`src/rtl/game_fsm_ctrl_if.sv`:
```
// Command, preload, datapath and status bundle for the 2048 game controller.
// Boards are 4x4 cells of 12 bits; cell (row, col) sits at index row*4+col.
interface game_fsm_ctrl_if;
  logic                   start;
  logic                   dir_valid;
  logic [3:0]             direction;
  logic                   dir_ready;
  logic                   load_valid;
  logic [3:0][3:0][11:0]  load_board;
  logic [3:0]             mm_direction;
  logic [3:0][3:0][11:0]  mm_board_in;
  logic [3:0][3:0][11:0]  mm_board_out;
  logic [19:0]            mm_score_update;
  logic [3:0][3:0][11:0]  board;
  logic [19:0]            score;
  logic                   move_invalid;
  logic                   game_won;
  logic                   game_over;

  modport master (
    output start, dir_valid, direction, load_valid, load_board,
           mm_board_out, mm_score_update,
    input  dir_ready, mm_direction, mm_board_in, board, score,
           move_invalid, game_won, game_over
  );

  modport slave (
    input  start, dir_valid, direction, load_valid, load_board,
           mm_board_out, mm_score_update,
    output dir_ready, mm_direction, mm_board_in, board, score,
           move_invalid, game_won, game_over
  );
endinterface

```
`src/rtl/game_fsm_ctrl.sv`:
```
// 2048 sequencing controller: owns board and score, drives the external
// move/merge datapath, spawns LFSR-placed tiles and evaluates win/lose.
module game_fsm_ctrl (
  input  logic            clk,
  input  logic            rst_n,
  game_fsm_ctrl_if.slave  bus
);

  typedef enum logic [2:0] {
    IDLE, SPAWN_A, SPAWN_B, WAIT, APPLY, SPAWN, CHECK, LOST
  } state_t;

  state_t            state_q, state_d;
  logic [15:0][11:0] board_q, board_d;
  logic [19:0]       score_q, score_d;
  logic [3:0]        dir_q, dir_d;
  logic              dir_ready_q;
  logic              invalid_q, invalid_d;
  logic              won_q, won_d;
  logic              over_q, over_d;
  logic [15:0]       lfsr_q;

  logic [15:0][11:0] spawned;
  logic [15:0][11:0] mm_out;
  logic [15:0][11:0] load_flat;
  logic [20:0]       score_sum;
  logic              full, has_pair, has_win_tile;
  logic              accept;

  assign mm_out    = bus.mm_board_out;
  assign load_flat = bus.load_board;
  assign score_sum = {1'b0, score_q} + {1'b0, bus.mm_score_update};
  assign accept    = bus.dir_valid && dir_ready_q;

  // First empty cell at or after lfsr[3:0], wrapping; board unchanged if full.
  always_comb begin
    logic       found;
    logic [3:0] idx;
    spawned = board_q;
    found   = 1'b0;
    idx     = '0;
    for (int unsigned k = 0; k < 16; k++) begin
      idx = lfsr_q[3:0] + 4'(k);
      if (!found && board_q[idx] == '0) begin
        spawned[idx] = (lfsr_q[7:4] == 4'd0) ? 12'h004 : 12'h002;
        found        = 1'b1;
      end
    end
  end

  always_comb begin
    logic [3:0] i;
    full         = 1'b1;
    has_pair     = 1'b0;
    has_win_tile = 1'b0;
    i            = '0;
    for (int unsigned r = 0; r < 4; r++) begin
      for (int unsigned c = 0; c < 4; c++) begin
        i = 4'(r * 4 + c);
        if (board_q[i] == '0)     full         = 1'b0;
        if (board_q[i] == 12'h800) has_win_tile = 1'b1;
        if (c < 3 && board_q[i] == board_q[i + 4'd1]) has_pair = 1'b1;
        if (r < 3 && board_q[i] == board_q[i + 4'd4]) has_pair = 1'b1;
      end
    end
  end

  always_comb begin
    state_d   = state_q;
    board_d   = board_q;
    score_d   = score_q;
    dir_d     = dir_q;
    invalid_d = 1'b0;
    won_d     = won_q;
    over_d    = over_q;
    if (bus.start) begin
      state_d = SPAWN_A;
      board_d = '0;
      score_d = '0;
      won_d   = 1'b0;
      over_d  = 1'b0;
    end else begin
      unique case (state_q)
        IDLE: begin
          if (bus.load_valid) begin
            board_d = load_flat;
            state_d = WAIT;
          end
        end
        SPAWN_A: begin
          board_d = spawned;
          state_d = SPAWN_B;
        end
        SPAWN_B: begin
          board_d = spawned;
          state_d = WAIT;
        end
        WAIT: begin
          if (bus.load_valid) begin
            board_d = load_flat;
          end else if (accept) begin
            if ($onehot(bus.direction)) begin
              dir_d   = bus.direction;
              state_d = APPLY;
            end else begin
              invalid_d = 1'b1;
            end
          end
        end
        APPLY: begin
          if (mm_out == board_q) begin
            invalid_d = 1'b1;
            state_d   = WAIT;
          end else begin
            board_d = mm_out;
            score_d = score_sum[20] ? '1 : score_sum[19:0];
            state_d = SPAWN;
          end
        end
        SPAWN: begin
          board_d = spawned;
          state_d = CHECK;
        end
        CHECK: begin
          if (has_win_tile) won_d = 1'b1;
          if (full && !has_pair) begin
            over_d  = 1'b1;
            state_d = LOST;
          end else begin
            state_d = WAIT;
          end
        end
        LOST: ;
        default: state_d = IDLE;
      endcase
    end
  end

  always_ff @(posedge clk or negedge rst_n) begin
    if (!rst_n) begin
      state_q     <= IDLE;
      board_q     <= '0;
      score_q     <= '0;
      dir_q       <= '0;
      dir_ready_q <= 1'b0;
      invalid_q   <= 1'b0;
      won_q       <= 1'b0;
      over_q      <= 1'b0;
      lfsr_q      <= 16'hACE1;
    end else begin
      state_q     <= state_d;
      board_q     <= board_d;
      score_q     <= score_d;
      dir_q       <= dir_d;
      // Registered from next state so it is high exactly while state is WAIT.
      dir_ready_q <= (state_d == WAIT);
      invalid_q   <= invalid_d;
      won_q       <= won_d;
      over_q      <= over_d;
      lfsr_q      <= {lfsr_q[14:0], lfsr_q[15] ^ lfsr_q[13] ^ lfsr_q[12] ^ lfsr_q[10]};
    end
  end

  assign bus.dir_ready    = dir_ready_q;
  assign bus.mm_direction = dir_q;
  assign bus.mm_board_in  = board_q;
  assign bus.board        = board_q;
  assign bus.score        = score_q;
  assign bus.move_invalid = invalid_q;
  assign bus.game_won     = won_q;
  assign bus.game_over    = over_q;

endmodule

```
`src/flat_wrapper.sv`:
```
// flat-port wrapper written by rule: the top's interface ports become plain ports
module game_fsm_ctrl_flat 
  (clk, rst_n, bus_start, bus_dir_valid, bus_direction, bus_load_valid, bus_load_board, bus_mm_board_out, bus_mm_score_update, bus_dir_ready, bus_mm_direction, bus_mm_board_in, bus_board, bus_score, bus_move_invalid, bus_game_won, bus_game_over);
  game_fsm_ctrl_if bus_i ();
  input  logic clk;
  input  logic rst_n;
  input wire logic [$bits(bus_i.start)-1:0] bus_start;
  input wire logic [$bits(bus_i.dir_valid)-1:0] bus_dir_valid;
  input wire logic [$bits(bus_i.direction)-1:0] bus_direction;
  input wire logic [$bits(bus_i.load_valid)-1:0] bus_load_valid;
  input wire logic [$bits(bus_i.load_board)-1:0] bus_load_board;
  input wire logic [$bits(bus_i.mm_board_out)-1:0] bus_mm_board_out;
  input wire logic [$bits(bus_i.mm_score_update)-1:0] bus_mm_score_update;
  output wire logic [$bits(bus_i.dir_ready)-1:0] bus_dir_ready;
  output wire logic [$bits(bus_i.mm_direction)-1:0] bus_mm_direction;
  output wire logic [$bits(bus_i.mm_board_in)-1:0] bus_mm_board_in;
  output wire logic [$bits(bus_i.board)-1:0] bus_board;
  output wire logic [$bits(bus_i.score)-1:0] bus_score;
  output wire logic [$bits(bus_i.move_invalid)-1:0] bus_move_invalid;
  output wire logic [$bits(bus_i.game_won)-1:0] bus_game_won;
  output wire logic [$bits(bus_i.game_over)-1:0] bus_game_over;
  assign bus_i.start = bus_start;
  assign bus_i.dir_valid = bus_dir_valid;
  assign bus_i.direction = bus_direction;
  assign bus_i.load_valid = bus_load_valid;
  assign bus_i.load_board = bus_load_board;
  assign bus_i.mm_board_out = bus_mm_board_out;
  assign bus_i.mm_score_update = bus_mm_score_update;
  assign bus_dir_ready = bus_i.dir_ready;
  assign bus_mm_direction = bus_i.mm_direction;
  assign bus_mm_board_in = bus_i.mm_board_in;
  assign bus_board = bus_i.board;
  assign bus_score = bus_i.score;
  assign bus_move_invalid = bus_i.move_invalid;
  assign bus_game_won = bus_i.game_won;
  assign bus_game_over = bus_i.game_over;
  game_fsm_ctrl u_core (.clk(clk), .rst_n(rst_n), .bus(bus_i));
endmodule
```
`config.mk`:
```
export PLATFORM = sky130hd
export DESIGN_NAME = game_fsm_ctrl_flat
export DESIGN_NICKNAME = d
export VERILOG_FILES = /design/src/rtl/game_fsm_ctrl_if.sv /design/src/rtl/game_fsm_ctrl.sv /design/src/flat_wrapper.sv
export SDC_FILE = /design/constraint.sdc
export NUM_CORES = 2
export LEC_CHECK = 0
export CORE_AREA = 2 2 324 326
export DETAILED_ROUTE_END_ITERATION = 7
export DIE_AREA = 0 0 326 328
export MAX_ROUTING_LAYER = met4
export PLACE_DENSITY = 0.5
export SLEW_MARGIN = 10
export SYNTH_ARGS = -nofsm -noshare
export SYNTH_HDL_FRONTEND = slang
export SYNTH_SLANG_ARGS = --single-unit
```
`constraint.sdc`:
```
create_clock -name clk -period 7.26 [get_ports clk]
set_input_delay 1.452 -clock clk [delete_from_list [all_inputs] [get_ports clk]]
set_output_delay 1.452 -clock clk [all_outputs]
set_load 0.005 [all_outputs]
```
==> impl_metrics.tcl <==
set metrics [dict create \
    postRouteAntennaNets 0 \
    fp.coreArea_um2 103000 \
    r2r_slack_ns 0.97 \
    synth_area_um2 28400 \
    io_buffers 824 \
    dieArea_um2 107000 \
    finalSetupTns_ns 0 \
    synth.avg_cell_area_um2 7.62 \
    cts_tree "built" \
    cts_buffers 35 \
    finalCriticalPeriod_ns 6.29 \
    grt_start_max_net_pins 131 \
    synth.top_cells.by_area "dfrtp_1 20%, xnor2_1 12%, buf_4 5.2%, a21oi_1 4.3%, clkbuf_1 3.9%" \
    final.setup.worst_slack_ns 0.973 \
    grt_antenna_before_repair 30 \
    ctsResizeCount 0 \
    cts_root_buf "clkbuf_16" \
    layout.nets 4796 \
    finalCritPeriodShare_pct 86.6 \
    start_util_pct 27.5 \
    worst-path-max-fanout 29 \
    endpoint_kind "flop" \
    grt_pass1_vias 34200 \
    setup_violations 0 \
    hold-path-endpoint "u_core.lfsr_q[15]" \
    netlist_instances 3732 \
    die_h_um 328 \
    cts_hold_buffers 0 \
    status "finished, final reports clean" \
    worstPathArrival_ns 6.78 \
    synth_ff_type "dfrtp_1" \
    firstDrtPassIters 8 \
    fp.dieW_um 326 \
    clock-sinks 239 \
    async_flop_share_pct 100 \
    place_congestion 1.09 \
    slew_headroom_pct 4.82 \
    ys_types 114 \
    max_freq_ghz 0.159 \
    drt_iter0_drc 4510 \
    track_usage_pct 40.6 \
    synth.top_cell.area_share_pct 20.3 \
    r2r-end "u_core.bus.board[116]" \
    vdd_drop_max_mv 0.141 \
    rsz0062_at_grt "false" \
    synth_nets 4184 \
    pre_cts_ws_ns 0.805 \
    num_rows 118 \
    ys_ff_latch 239 \
    yosysMostFrequentCell "xnor2_1" \
    synthTopCellsByCount "391 x xnor2_1, 296 x clkbuf_1, 262 x nand2_1, 247 x a21oi_1, 231 x dfrtp_1" \
    critPathKind "flop to flop" \
    hold_path_class "flop to flop" \
    max_cap_violations 0 \
    vias 35400 \
    via_per_inst 6.13 \
    clk_latency_ns 0.58 \
    tightest_slew_ns 1.42 \
    drv_slew 0 \
    synth_largest_area_cell "dfrtp_1" \
    hold_depth 0 \
    postCtsSetupBuffers 0 \
    dp_hpwl_um 178000 \
    worstRegToRegCells 14 \
    grt_overflow_total 0 \
    grt_pass1_wl_um 296000 \
    io_pins 825 \
    area_growth_pct 38.7 \
    wl_per_cell_um 38.3 \
    hold_start "u_core.lfsr_q[14]" \
    power.density_nw_per_um2 200 \
    cp.required_ns 7.75 \
    drive_gt1_share_pct 11.8 \
    clk_pin_slew_ns 0.06 \
    yosys_warnings 0 \
    htree_levels 2 \
    r2r-start "u_core.bus.board[132]" \
    drt_wl_total_um 221000 \
    ys_seq_area_share_pct 21.1 \
    total_leakage_power_nw 14.9 \
    cts_buffer_depth 3 \
    synth_edf_count 0 \
    fin_worst_skew_ns 0.0301 \
    hold_violations 0 \
    route.detailed.drc 0 \
    nFillCells 10700 \
    startpoint_type "flop" \
]
==> through the flow <==
step	power, mW	util (%)	hold WS, ns	cells	instance area (um^2)
after detailed placement	5.94	37.0	0.337	5687	38200
after global routing	8.08	38.2	0.351	5770	39400
after CTS	7.78	38.2	0.348	5748	39400
final	7.89	38.2	0.348	5771	39400
after global placement	5.95	37.0	0.333	5685	38200
after floorplan	3.70	-	0.331	3732	28400
==> cell type report <==
cell class / count / area [um^2] / share of cell area, %
Clock buffer: 49 / 1000 / 2.54
Sequential cell: 239 / 5990 / 15.2
Clock inverter: 12 / 158 / 0.400
Multi-Input combinational cell: 2846 / 19200 / 48.8
Tap cell: 1380 / 1730 / 4.38
Timing Repair Buffer: 1165 / 11100 / 28.1
Inverter: 57 / 214 / 0.543
Antenna cell: 23 / 57.6 / 0.146
==> logic make-up (layout without fill, tap and decap cells) <==
kind of cell	after synthesis	after routing	synth area share, %
AOI/OAI and AO/OA	894	894	21.8
xor gates and xnor gates	505	505	15.6
adders and majority gates	39	39	1.77
buffers and inverters	647	1283	11.7
DFF	239	239	21.1
muxes	53	53	2.72
other	0	23	0
and+or+nand+nor	1355	1355	25.3
==> worst max-delay path by stage <==
| stage | start | to | slack [ns] | cells after the start |
|---|---|---|---|---|
| final | u_core.bus.board[132] | u_core.bus.board[116] | 0.97 | 14 |
| after global routing | u_core.bus.board[132] | u_core.bus.board[112] | 0.98 | 14 |
| after CTS | u_core.lfsr_q[0] | u_core.bus.board[2] | 1.34 | 18 |
| after detailed placement | bus_mm_board_out[158] | u_core.bus.board[1] | 0.80 | 13 |
| after global placement | bus_mm_board_out[158] | u_core.bus.board[1] | 0.80 | 13 |
| after floorplan | u_core.lfsr_q[2] | u_core.bus.board[85] | 2.04 | 16 |
==> power by group <==
group          leakage [nW]  switching [mW]  total, mW  internal [mW]
Clock                 0.559           0.746       1.82           1.07
Sequential             3.18           0.445       1.89           1.45
Combinational          11.2            2.41       4.19           1.78
Total                  14.9            3.60       7.89           4.29
==> state kept, by name (all words and copies together) (netlist names) <==
name / cells
u_core.bus.game_won: 1
u_core.bus.board: 192
u_core.bus.game_over: 1
u_core.bus.move_invalid: 1
u_core.state_q: 3
u_core.bus.score: 20
u_core.lfsr_q: 16
u_core.bus.dir_ready: 1
u_core.bus.mm_direction: 4
==> critical path, stage by stage, from the launching register on <==
cell and delay (ns):
dfrtp_1 0.52, nor3_1 1.17, a31oi_1 0.37, a2111oi_0 0.58, buf_4 0.22, mux4_2 0.74, nor4_2 0.12, buf_4 0.18
and3_1 0.34, a22o_1 0.25, a221oi_1 0.32, o2111ai_1 0.22, o41ai_4 0.79, a22oi_1 0.21, nor2_1 0.12
==> layer usage <==
metal  up-vias  share of wire (%)  track usage, %
met4         0                7.1            23.8
met2      2398                 44            62.0
met1     17800                 39            49.2
li1      14700                  -               -
met3       500                9.1            8.97
met5         -                  0               -
==> placed cells by master, fill, tap and decap left out, drive strengths merged, types with 45 or more instances in the layout <==
| master | netlist | final |
|---|---|---|
| clkdlybuf4s50 | 0 | 822 |
| xnor2 | 392 | 392 |
| buf | 294 | 343 |
| nand2 | 262 | 262 |
| a21oi | 251 | 251 |
| dfrtp | 231 | 231 |
| nor2 | 229 | 229 |
| and3 | 173 | 173 |
| o21ai | 151 | 151 |
| nand3 | 140 | 140 |
| nand4 | 139 | 139 |
| nor4 | 129 | 129 |
| nor3 | 126 | 126 |
| xor2 | 113 | 113 |
| o2bb2ai | 89 | 89 |
| inv | 54 | 55 |
| clkbuf | 296 | 49 |
| a22oi | 45 | 45 |
Power figures use the tool's default switching activity.
